--- src/rtl/fu_pkg.sv ---
// Shared types and constants for the sequential functional unit.
// Op encodings, FSM states and the last legal select value.
package fu_pkg;

  typedef enum logic [3:0] {
    OP_ADD  = 4'd0,
    OP_SUB  = 4'd1,
    OP_MUL  = 4'd2,
    OP_AND  = 4'd3,
    OP_OR   = 4'd4,
    OP_XOR  = 4'd5,
    OP_LAND = 4'd6,
    OP_LOR  = 4'd7,
    OP_NOT  = 4'd8,
    OP_M3N  = 4'd9,
    OP_SHL  = 4'd10,
    OP_SHR  = 4'd11
  } op_e;

  typedef enum logic {
    IDLE = 1'b0,
    MUL  = 1'b1
  } fsm_e;

  localparam logic [3:0] OP_LAST = 4'd11;

endpackage

--- src/rtl/seq_functional_unit_if.sv ---
// Operand/result handshake bundle for seq_functional_unit.
// master: operand source + result sink; slave: the unit.
interface seq_functional_unit_if #(
  parameter int W = 4
);
  localparam int RW = 2 * W;

  logic          in_valid;
  logic          in_ready;
  logic [W-1:0]  m;
  logic [W-1:0]  n;
  logic [3:0]    sel;
  logic          out_valid;
  logic          out_ready;
  logic [RW-1:0] out;
  logic          zero;
  logic          ovf;
  logic          err;
  logic          busy;

  modport master (
    output in_valid, m, n, sel, out_ready,
    input  in_ready, out_valid, out,
    input  zero, ovf, err, busy
  );

  modport slave (
    input  in_valid, m, n, sel, out_ready,
    output in_ready, out_valid, out,
    output zero, ovf, err, busy
  );

endinterface

--- src/rtl/shift_add_mul.sv ---
// Iterative W-cycle shift-add multiplier, one bit of b per edge.
// Ports: start loads a/b; done marks the final edge; product = a*b then.
module shift_add_mul #(
  parameter int W = 4
) (
  input  logic           clk,
  input  logic           rst_n,
  input  logic           start,
  input  logic [W-1:0]   a,
  input  logic [W-1:0]   b,
  output logic           done,
  output logic [2*W-1:0] product
);

  localparam int RW = 2 * W;
  localparam int CW = $clog2(W);
  localparam logic [CW-1:0] LAST = CW'(W - 1);

  logic          run_q, run_d;
  logic [CW-1:0] cnt_q, cnt_d;
  logic [RW-1:0] mc_q, mc_d;
  logic [RW-1:0] acc_q, acc_d;
  logic [W-1:0]  mp_q, mp_d;
  logic [RW-1:0] sum;

  // sum already includes the current bit, so on the last
  // edge it is the finished product.
  always_comb begin
    sum   = acc_q + (mp_q[0] ? mc_q : '0);
    done  = run_q && (cnt_q == LAST);
    run_d = run_q;
    cnt_d = cnt_q;
    mc_d  = mc_q;
    mp_d  = mp_q;
    acc_d = acc_q;
    if (start) begin
      run_d = 1'b1;
      cnt_d = '0;
      mc_d  = RW'(a);
      mp_d  = b;
      acc_d = '0;
    end else if (run_q) begin
      acc_d = sum;
      mc_d  = mc_q << 1;
      mp_d  = mp_q >> 1;
      cnt_d = cnt_q + CW'(1);
      if (done) begin
        run_d = 1'b0;
        cnt_d = '0;
      end
    end
  end

  assign product = sum;

  always_ff @(posedge clk or negedge rst_n) begin
    if (!rst_n) begin
      run_q <= 1'b0;
      cnt_q <= '0;
      mc_q  <= '0;
      mp_q  <= '0;
      acc_q <= '0;
    end else begin
      run_q <= run_d;
      cnt_q <= cnt_d;
      mc_q  <= mc_d;
      mp_q  <= mp_d;
      acc_q <= acc_d;
    end
  end

endmodule

--- src/rtl/seq_functional_unit.sv ---
// Registered W-bit functional unit with valid/ready in and out.
// Ports: clk, rst_n, bus (slave: operands, result, flags, busy).
module seq_functional_unit
  import fu_pkg::*;
#(
  parameter int W = 4
) (
  input logic                  clk,
  input logic                  rst_n,
  seq_functional_unit_if.slave bus
);

  localparam int RW = 2 * W;
  localparam logic [RW-1:0] RWV = RW'(RW);

  fsm_e          state_q, state_d;
  logic          ov_q, ov_d;
  logic [RW-1:0] out_q, out_d;
  logic          zero_q, zero_d;
  logic          ovf_q, ovf_d;
  logic          err_q, err_d;

  logic            accept;
  logic            start;
  logic            done;
  logic [RW-1:0]   prod;
  logic [RW-1:0]   me, ne, res;
  logic            rovf, rerr;
  logic [2*RW-1:0] shl_w;

  assign me = RW'(bus.m);
  assign ne = RW'(bus.n);

  always_comb begin
    res   = '0;
    rovf  = 1'b0;
    rerr  = 1'b0;
    shl_w = (2 * RW)'(me) << bus.n;
    unique case (bus.sel)
      OP_ADD: begin
        res  = me + ne;
        rovf = |res[RW-1:W];
      end
      OP_SUB: begin
        res  = me - ne;
        rovf = bus.m < bus.n;
      end
      OP_MUL:  res = '0;
      OP_AND:  res = me & ne;
      OP_OR:   res = me | ne;
      OP_XOR:  res = me ^ ne;
      OP_LAND: res = RW'((|bus.m) && (|bus.n));
      OP_LOR:  res = RW'((|bus.m) || (|bus.n));
      OP_NOT:  res = ~me;
      OP_M3N: begin
        res  = (me << 1) + me - ne;
        rovf = |res[RW-1:W];
      end
      OP_SHL: begin
        // Past RW every set bit of m falls off the top.
        if (ne >= RWV) begin
          res  = '0;
          rovf = |bus.m;
        end else begin
          res  = shl_w[RW-1:0];
          rovf = |shl_w[2*RW-1:RW];
        end
      end
      OP_SHR:  res = me >> bus.n;
      default: rerr = 1'b1;
    endcase
  end

  assign bus.in_ready = (state_q == IDLE)
                     && (!ov_q || bus.out_ready);
  assign accept = bus.in_valid && bus.in_ready;
  assign start  = accept && (bus.sel == OP_MUL);

  shift_add_mul #(.W(W)) u_mul (
    .clk     (clk),
    .rst_n   (rst_n),
    .start   (start),
    .a       (bus.m),
    .b       (bus.n),
    .done    (done),
    .product (prod)
  );

  always_comb begin
    state_d = state_q;
    unique case (state_q)
      IDLE:    if (start) state_d = MUL;
      MUL:     if (done)  state_d = IDLE;
      default: state_d = IDLE;
    endcase
  end

  // A fresh result wins over draining; otherwise hold until taken.
  always_comb begin
    ov_d   = ov_q;
    out_d  = out_q;
    zero_d = zero_q;
    ovf_d  = ovf_q;
    err_d  = err_q;
    if (accept && !start) begin
      ov_d   = 1'b1;
      out_d  = res;
      zero_d = (res == '0);
      ovf_d  = rovf;
      err_d  = rerr;
    end else if (done) begin
      ov_d   = 1'b1;
      out_d  = prod;
      zero_d = (prod == '0);
      ovf_d  = |prod[RW-1:W];
      err_d  = 1'b0;
    end else if (ov_q && bus.out_ready) begin
      ov_d = 1'b0;
    end
  end

  always_ff @(posedge clk or negedge rst_n) begin
    if (!rst_n) begin
      state_q <= IDLE;
      ov_q    <= 1'b0;
      out_q   <= '0;
      zero_q  <= 1'b0;
      ovf_q   <= 1'b0;
      err_q   <= 1'b0;
    end else begin
      state_q <= state_d;
      ov_q    <= ov_d;
      out_q   <= out_d;
      zero_q  <= zero_d;
      ovf_q   <= ovf_d;
      err_q   <= err_d;
    end
  end

  assign bus.out_valid = ov_q;
  assign bus.out       = out_q;
  assign bus.zero      = zero_q;
  assign bus.ovf       = ovf_q;
  assign bus.err       = err_q;
  assign bus.busy      = (state_q == MUL);

endmodule

--- src/flat_wrapper.sv ---
// flat-port wrapper written by rule: the top's interface ports become plain ports
module seq_functional_unit_flat import fu_pkg::*;
#(
  parameter int W = 4
)
  (clk, rst_n, bus_in_valid, bus_m, bus_n, bus_sel, bus_out_ready, bus_in_ready, bus_out_valid, bus_out, bus_zero, bus_ovf, bus_err, bus_busy);
  seq_functional_unit_if #(.W(W)) bus_i ();
  input logic clk;
  input logic rst_n;
  input wire logic [$bits(bus_i.in_valid)-1:0] bus_in_valid;
  input wire logic [$bits(bus_i.m)-1:0] bus_m;
  input wire logic [$bits(bus_i.n)-1:0] bus_n;
  input wire logic [$bits(bus_i.sel)-1:0] bus_sel;
  input wire logic [$bits(bus_i.out_ready)-1:0] bus_out_ready;
  output wire logic [$bits(bus_i.in_ready)-1:0] bus_in_ready;
  output wire logic [$bits(bus_i.out_valid)-1:0] bus_out_valid;
  output wire logic [$bits(bus_i.out)-1:0] bus_out;
  output wire logic [$bits(bus_i.zero)-1:0] bus_zero;
  output wire logic [$bits(bus_i.ovf)-1:0] bus_ovf;
  output wire logic [$bits(bus_i.err)-1:0] bus_err;
  output wire logic [$bits(bus_i.busy)-1:0] bus_busy;
  assign bus_i.in_valid = bus_in_valid;
  assign bus_i.m = bus_m;
  assign bus_i.n = bus_n;
  assign bus_i.sel = bus_sel;
  assign bus_i.out_ready = bus_out_ready;
  assign bus_in_ready = bus_i.in_ready;
  assign bus_out_valid = bus_i.out_valid;
  assign bus_out = bus_i.out;
  assign bus_zero = bus_i.zero;
  assign bus_ovf = bus_i.ovf;
  assign bus_err = bus_i.err;
  assign bus_busy = bus_i.busy;
  seq_functional_unit #(.W(W)) u_core (.clk(clk), .rst_n(rst_n), .bus(bus_i));
endmodule
--- config.mk ---
export PLATFORM = sky130hd
export DESIGN_NAME = seq_functional_unit_flat
export DESIGN_NICKNAME = d
export VERILOG_FILES = /design/src/rtl/fu_pkg.sv /design/src/rtl/seq_functional_unit_if.sv /design/src/rtl/shift_add_mul.sv /design/src/rtl/seq_functional_unit.sv /design/src/flat_wrapper.sv
export SDC_FILE = /design/constraint.sdc
export NUM_CORES = 1
export LEC_CHECK = 0
export CAP_MARGIN = 25
export CORE_MARGIN = 5
export CORE_UTILIZATION = 59
export CTS_BUF_LIST = sky130_fd_sc_hd__clkbuf_8 sky130_fd_sc_hd__clkbuf_16
export CTS_CLUSTER_SIZE = 30
export DETAILED_ROUTE_END_ITERATION = 8
export PLACE_DENSITY = 0.81
export SYNTH_ARGS = -nofsm -noshare
export SYNTH_HDL_FRONTEND = slang
export SYNTH_SLANG_ARGS = --single-unit
--- constraint.sdc ---
create_clock -name clk -period 3.6 [get_ports clk]
set_clock_uncertainty 0.05 [all_clocks]
set_input_delay 0.36 -clock clk [delete_from_list [all_inputs] [get_ports clk]]
set_output_delay 0.36 -clock clk [all_outputs]
set_load 0.05 [all_outputs]
* Yosys cells after proc, flatten, opt, wreduce, memory -nomap -nowiden
Index checks and enable logic that the tools add are counted.
** Cells by class
- Multipliers :: 0
- Reduce and logical (&&, ||, !) cells :: 24
- Magnitude comparators :: 2
- Divide/modulo/power cells :: 0
- Bitwise gates (word level) :: 5
- Shift operators :: 2
- Add/subtract/negate cells :: 6
- Eq/ne operators :: 12
- Multiplexer cells :: 31
** Operators with widths (number)
- one-hot mux 8 bit (11 select lines) :: 1
- two-way mux 8 bit :: 8
- OR reduction 4 bit :: 5
- equality test 4 x 3 -> 1 bit, second input constant :: 4
- equality test 4 bit, second input constant :: 4
- zero test 8 bit :: 2
- << shifter 4 x 4 -> 16 bit :: 1
- two-way mux 1 bit :: 15
- OR reduction 12 bit :: 1
- adder 8 bit :: 1
- equality test 4 x 2 -> 1 bit, second input constant :: 2
- two-way mux 4 bit :: 2
- inverter 4 -> 8 bit :: 1
- OR reduction 8 bit :: 1
- right shift 4 x 4 -> 8 bit :: 1
- subtractor 8 x 4 -> 8 bit :: 1
- logical AND 1 bit :: 7
- adder 5 x 4 -> 6 bit :: 1
- two-way mux 2 bit :: 3
- adder 4 x 4 -> 5 bit :: 1
- subtractor 4 x 4 -> 5 bit :: 1
- bitwise AND 4 bit :: 1
- equality test 4 x 1 -> 1 bit, second input constant :: 1
- >= comparator 4 bit, second input constant :: 1
- other kinds (13) :: 16
** Storage, ports and cells
- Logic and storage cells :: 93
- RAM bits :: 0
- Latch bits :: 0
- Flip-flop bits (word level) :: 36
- Input port bits :: 16
- Memories kept :: 0
- Bits in read-only memories :: 0
- Output and inout port bits :: 14

* Logic depth before layout (Yosys ltp)
Gate-level depths: netlist of run 1.
- Word-level depth :: 8
- Mapped depth :: 11
- Depth with buffers taken out :: 11

* Modules after synthesis
A second synthesis of run 1 with hierarchy kept.
** Unflattened totals
- Cell total of the unflattened synthesis :: 372
- Area total of the unflattened synthesis :: 3304.4 µm²
** Modules (own cells, without submodules)
- seq_functional_unit :: seq. area each 325.3 µm², cells each 237, instances 1, area an instance 1968.1 µm²
- shift_add_mul :: seq. area each 575.6 µm², cells each 135, instances 1, area an instance 1336.3 µm²

* Worst setup path before layout of run 1
OpenSTA, ideal clock, no wires.
- Path type :: in2reg
- Start point :: input bus_m[0]
- End point :: register u_core.zero_q (netlist: u_core.bus.zero)
- Library setup time :: 0.080 ns
- Data arrival time :: 2.651 ns
- Path buffers :: 0
- Stages on the path :: 10
- Data required time :: 3.470 ns
- Setup slack :: 0.819 ns
- Cells stage by stage :: ha_1 fa_1 ha_1 nor2b_1 a221oi_1 xnor2_1 o2111ai_1 o41ai_1 nand4b_1 o211ai_2
** On the way
- Word-level cells in the longest chain between the ends :: 5
- Elaborated cells on any way between the ends :: 17
- Those cells by class :: add/sub: 4; shift: 2; mux: 3; bitwise: 4; reduce/logical: 4
** Ends and longest elaborated chain
- from (decl) :: line flat_wrapper.sv:11 : input wire logic [$bits(bus_i.m)-1:0] bus_m;
- adder 5 x 4 -> 6 bit (tied with other cells) :: line seq_functional_unit.sv:56 : res = (me << 1) + me - ne;
- subtractor 8 x 4 -> 8 bit (tied with other cells) :: line seq_functional_unit.sv:56
- one-hot mux 8 bit (11 select lines) * :: line seq_functional_unit.sv:39 : unique case (bus.sel)
- zero test 8 bit * :: line seq_functional_unit.sv:108 : zero_d = (res == '0);
- two-way mux 1 bit * :: line seq_functional_unit.sv:105 : if (accept && !start) begin
- to (signal assigned) :: line seq_functional_unit.sv:134 : zero_q <= zero_d;
- to (decl) :: line seq_functional_unit.sv:19 : logic zero_q, zero_d;
Mark *: on every way between the ends. The rest lies on a longest branch, timed or not.
A chain may end at the register's enable or synchronous reset.

* Worst setup path in the final report of run 1
Same ends and word-level chain as after synthesis.

==> flow_summary_export.csv, run 1 <==
group,metric,value,unit
floorplanning,die-area,7220,sq um
synth,yosys_warnings,0,
drt,vias,3068,
outcome,outcome,"complete, no violations",
placement,preCtsSetupSlack,0.100,ns
synth,synth-xor-area-share,0.0291,
synth,synthFlopType,"dfrtp_1",
pwr,power,2.25,mW
cells_and_area,fin_nets,486,
synth,synth_cell_type_count,56,
placement,place.gp.congestion,0.982,
drt,drt_iter0_drc,258,
clock_network,cts_resized,0,
pwr,power_density,581,nW/um^2
clock_network,clk-insertion-delay-late,0.29,ns
drt,remaining_drc_errors,0,
sta,post-route-min-period,3.27,ns
synth,syn-num-nets,449,
synth,synth_simple_gate_area_share,0.208,
clock_network,path_clk_slew,0.08,ns
sta,fin_ws,0.328,ns
placement,post-dp-hpwl,6.65,mm
synth,synth_top_cell_by_area,"dfrtp_1",
synth,ys_seq_area_frac,0.272,
synth,synth_top_area_share,0.272,
clock_network,clock-sinks,36,
drt,dr.pass1.iters,5,
sta,worst_pin_slew,0.518,ns
cells_and_area,utilization,0.707,
worst_hold_path,hold_class,"in -> async",
sta,min_period_over_period,0.909,
drt,ant_nets,0,
clock_network,cts_root_buf,"clkbuf_8",
sta,fmax,0.306,GHz
synth,muxShareOfSynthArea,0.0880,
clock_network,cts_buffers,5,
synth,syn_area,3310,sq um
global_routing,overflow,0,
sta,setup_violations,0,
synth,synth_top_family_by_area,"simple AND/OR/NAND/NOR gates",
sta,drv_slew,0,
sta,finalHoldViolations,0,
sta,hold_ws,0.434,ns
worst_setup_path,arrival,3.43,ns
global_routing,antenna_found_initial,0,
global_routing,grt_max_degree,37,
drt,routedWlPerCell,17.1,microns
synth,synthArstFlopShare,1.00,
synth,synth-seq-cells,36,
floorplanning,io_pins,30,
pwr,leakagePower,1.76,nW
clock_network,postCtsSetupRepairBufs,0,
global_routing,grt_pass1_vias,3010,
clock_network,h-tree-depth,2,
synth,synth_compound_area_frac,0.197,
global_routing,grt_use_total,0.247,
synth,avgSynthCellArea,8.41,sq um
pwr,peakVddDrop,0.372,mV
drt,via_per_inst,6.09,
worst_setup_path,cp_data_required_time,3.76,ns
cells_and_area,area_delta_synth_final,16.7,%
synth,synth_edf_count,0,
clock_network,holdBufCountCts,0,
synth,yosys-top-cells-area,"dfrtp_1 27%, ha_1 13%, mux2i_1 8.5%",
cells_and_area,layout-drive-gt1-share,0.0833,
drt,wl,8.63,mm
sta,rsz0062_at_grt,"no",
synth,synthMostInstantiatedCell,"nand2_1",
synth,synth.top_cells.by_count,"40 x nand2_1, 36 x dfrtp_1, 34 x ha_1, 32 x nor2_1, 29 x o21ai_0",
cells_and_area,n_antenna_cell,0,
job,max-cap-violations,0,
sta,tns,0,ns
floorplanning,dieWidth,85.0,microns
global_routing,grt_pass1_wl,14.4,mm
clock_network,tritoncts,"done",
synth,yosys.area_share.adder,0.162,
worst_setup_path,path_class,"in -> reg",
floorplanning,start_util,0.606,
floorplanning,fp-row-count,27,
sta,max_slew_margin,0.654,
floorplanning,die_h,85.0,microns
clock_network,cts_buffer_depth,2,
worst_setup_path,critPathLaunchType,"input pin",
worst_setup_path,cp_max_fo,4,
floorplanning,core-area,5470,sq um
synth,synthCells,394,
worst_setup_path,endpoint_kind,"register",
placement,io_buffers,29,
-- critical path, stage by stage --
cell and delay [ns]:
clkdlybuf4s50_1 0.42, ha_1 0.23, fa_1 0.45, ha_1 0.33, nor2b_1 0.15, a221oi_1 0.46
xnor2_1 0.18, o2111ai_1 0.13, o41ai_1 0.39, nand4b_1 0.17, o211ai_2 0.17
-- logic make-up (layout without fill, tap and decap cells) --
family,count (synthesis),after routing
flip-flops,36,36
adder cells (fa/ha/maj),40,40
XOR/XNOR,11,11
multiplexers,29,29
buffers and inverters,38,76
AO/OA/AOI/OAI,100,100
AND/OR/NAND/NOR,140,140
-- layout make-up --
class                   instances  area, sq um
well taps                      72         90.1
multi-input cells             320         2270
flip-flops and latches         36          901
fillers                       447         1610
clock inverters                 2         11.3
repair buffers                 49          440
clock buffers                   6         82.6
inverters                      19         71.3
-- state kept, by name (all words and copies together), names as in the netlist --
register              cells
u_core.bus.ovf            1
u_core.u_mul.mc_q         8
u_core.bus.out_valid      1
u_core.bus.err            1
u_core.u_mul.mp_q         4
u_core.bus.out            8
u_core.u_mul.run_q        1
u_core.u_mul.cnt_q        2
u_core.bus.busy           1
u_core.u_mul.acc_q        8
u_core.bus.zero           1
-- routing by layer --
metal  vias to the layer above  wire (microns)  GRT usage
met5                         -               0          0
met4                         0             280     0.0964
met3                        29             509     0.0359
li1                       1489               -          -
met1                      1438            3640      0.309
met2                       112            4200      0.426
-- path summary, 6_finish.rpt --
kind                                             startpoint                                end  slack (ns)  depth (start not counted)
min in group clk                 u_core.bus.err$_DFFE_PN0P_         u_core.bus.err$_DFFE_PN0P_        0.46                          2
setup / recovery                                   bus_m[0]        u_core.bus.zero$_DFFE_PN0P_        0.33                         11
hold / removal                                        rst_n  u_core.u_mul.acc_q[7]$_DFFE_PN0P_        0.43                          2
setup reg to reg           u_core.u_mul.mp_q[0]$_DFFE_PN0P_        u_core.bus.zero$_DFFE_PN0P_        0.69                         10
hold reg to reg                  u_core.bus.err$_DFFE_PN0P_         u_core.bus.err$_DFFE_PN0P_        0.46                          2
max in group asynchronous                             rst_n      u_core.bus.out[1]$_DFFE_PN0P_        2.74                          2
-- stage by stage --
stage / area (sq um) / instances
after floorplan: 3310 / 394
after global placement: 3770 / 496
after detailed placement: 3770 / 496
after CTS: 3870 / 504
after global routing: 3870 / 504
final: 3870 / 504
-- power by group --
| part | internal, mW | switching (mW) |
|---|---|---|
| clock | 0.153 | 0.147 |
| sequential | 0.578 | 0.115 |
| combinational | 0.488 | 0.766 |
-- cells in the final DEF, fill, tap and decap left out, types with 3 or more instances in the layout --
cell             instances
nand2_1                 40
dfrtp_1                 36
ha_1                    34
nor2_1                  31
o21ai_0                 29
clkdlybuf4s50_1         29
mux2i_1                 28
a21oi_1                 22
inv_1                   20
buf_4                   20
nand3_1                 18
nand2b_1                11
and2_1                  10
a21o_1                   8
nor3_1                   7
xnor2_1                  6
nor2b_1                  6
clkbuf_8                 6
xor2_1                   5
a211oi_1                 5
fa_1                     5
a22oi_1                  4
a31oi_1                  4
o31ai_1                  3
or3_1                    3
(Power assumes the default switching activity.)
==> run 2, diff against run 1 <==
Settings changed: SLEW_MARGIN set to 10.
==> results of run 2 <==
Same layout as run 1: the final DEF is identical, and so are final timing and power.
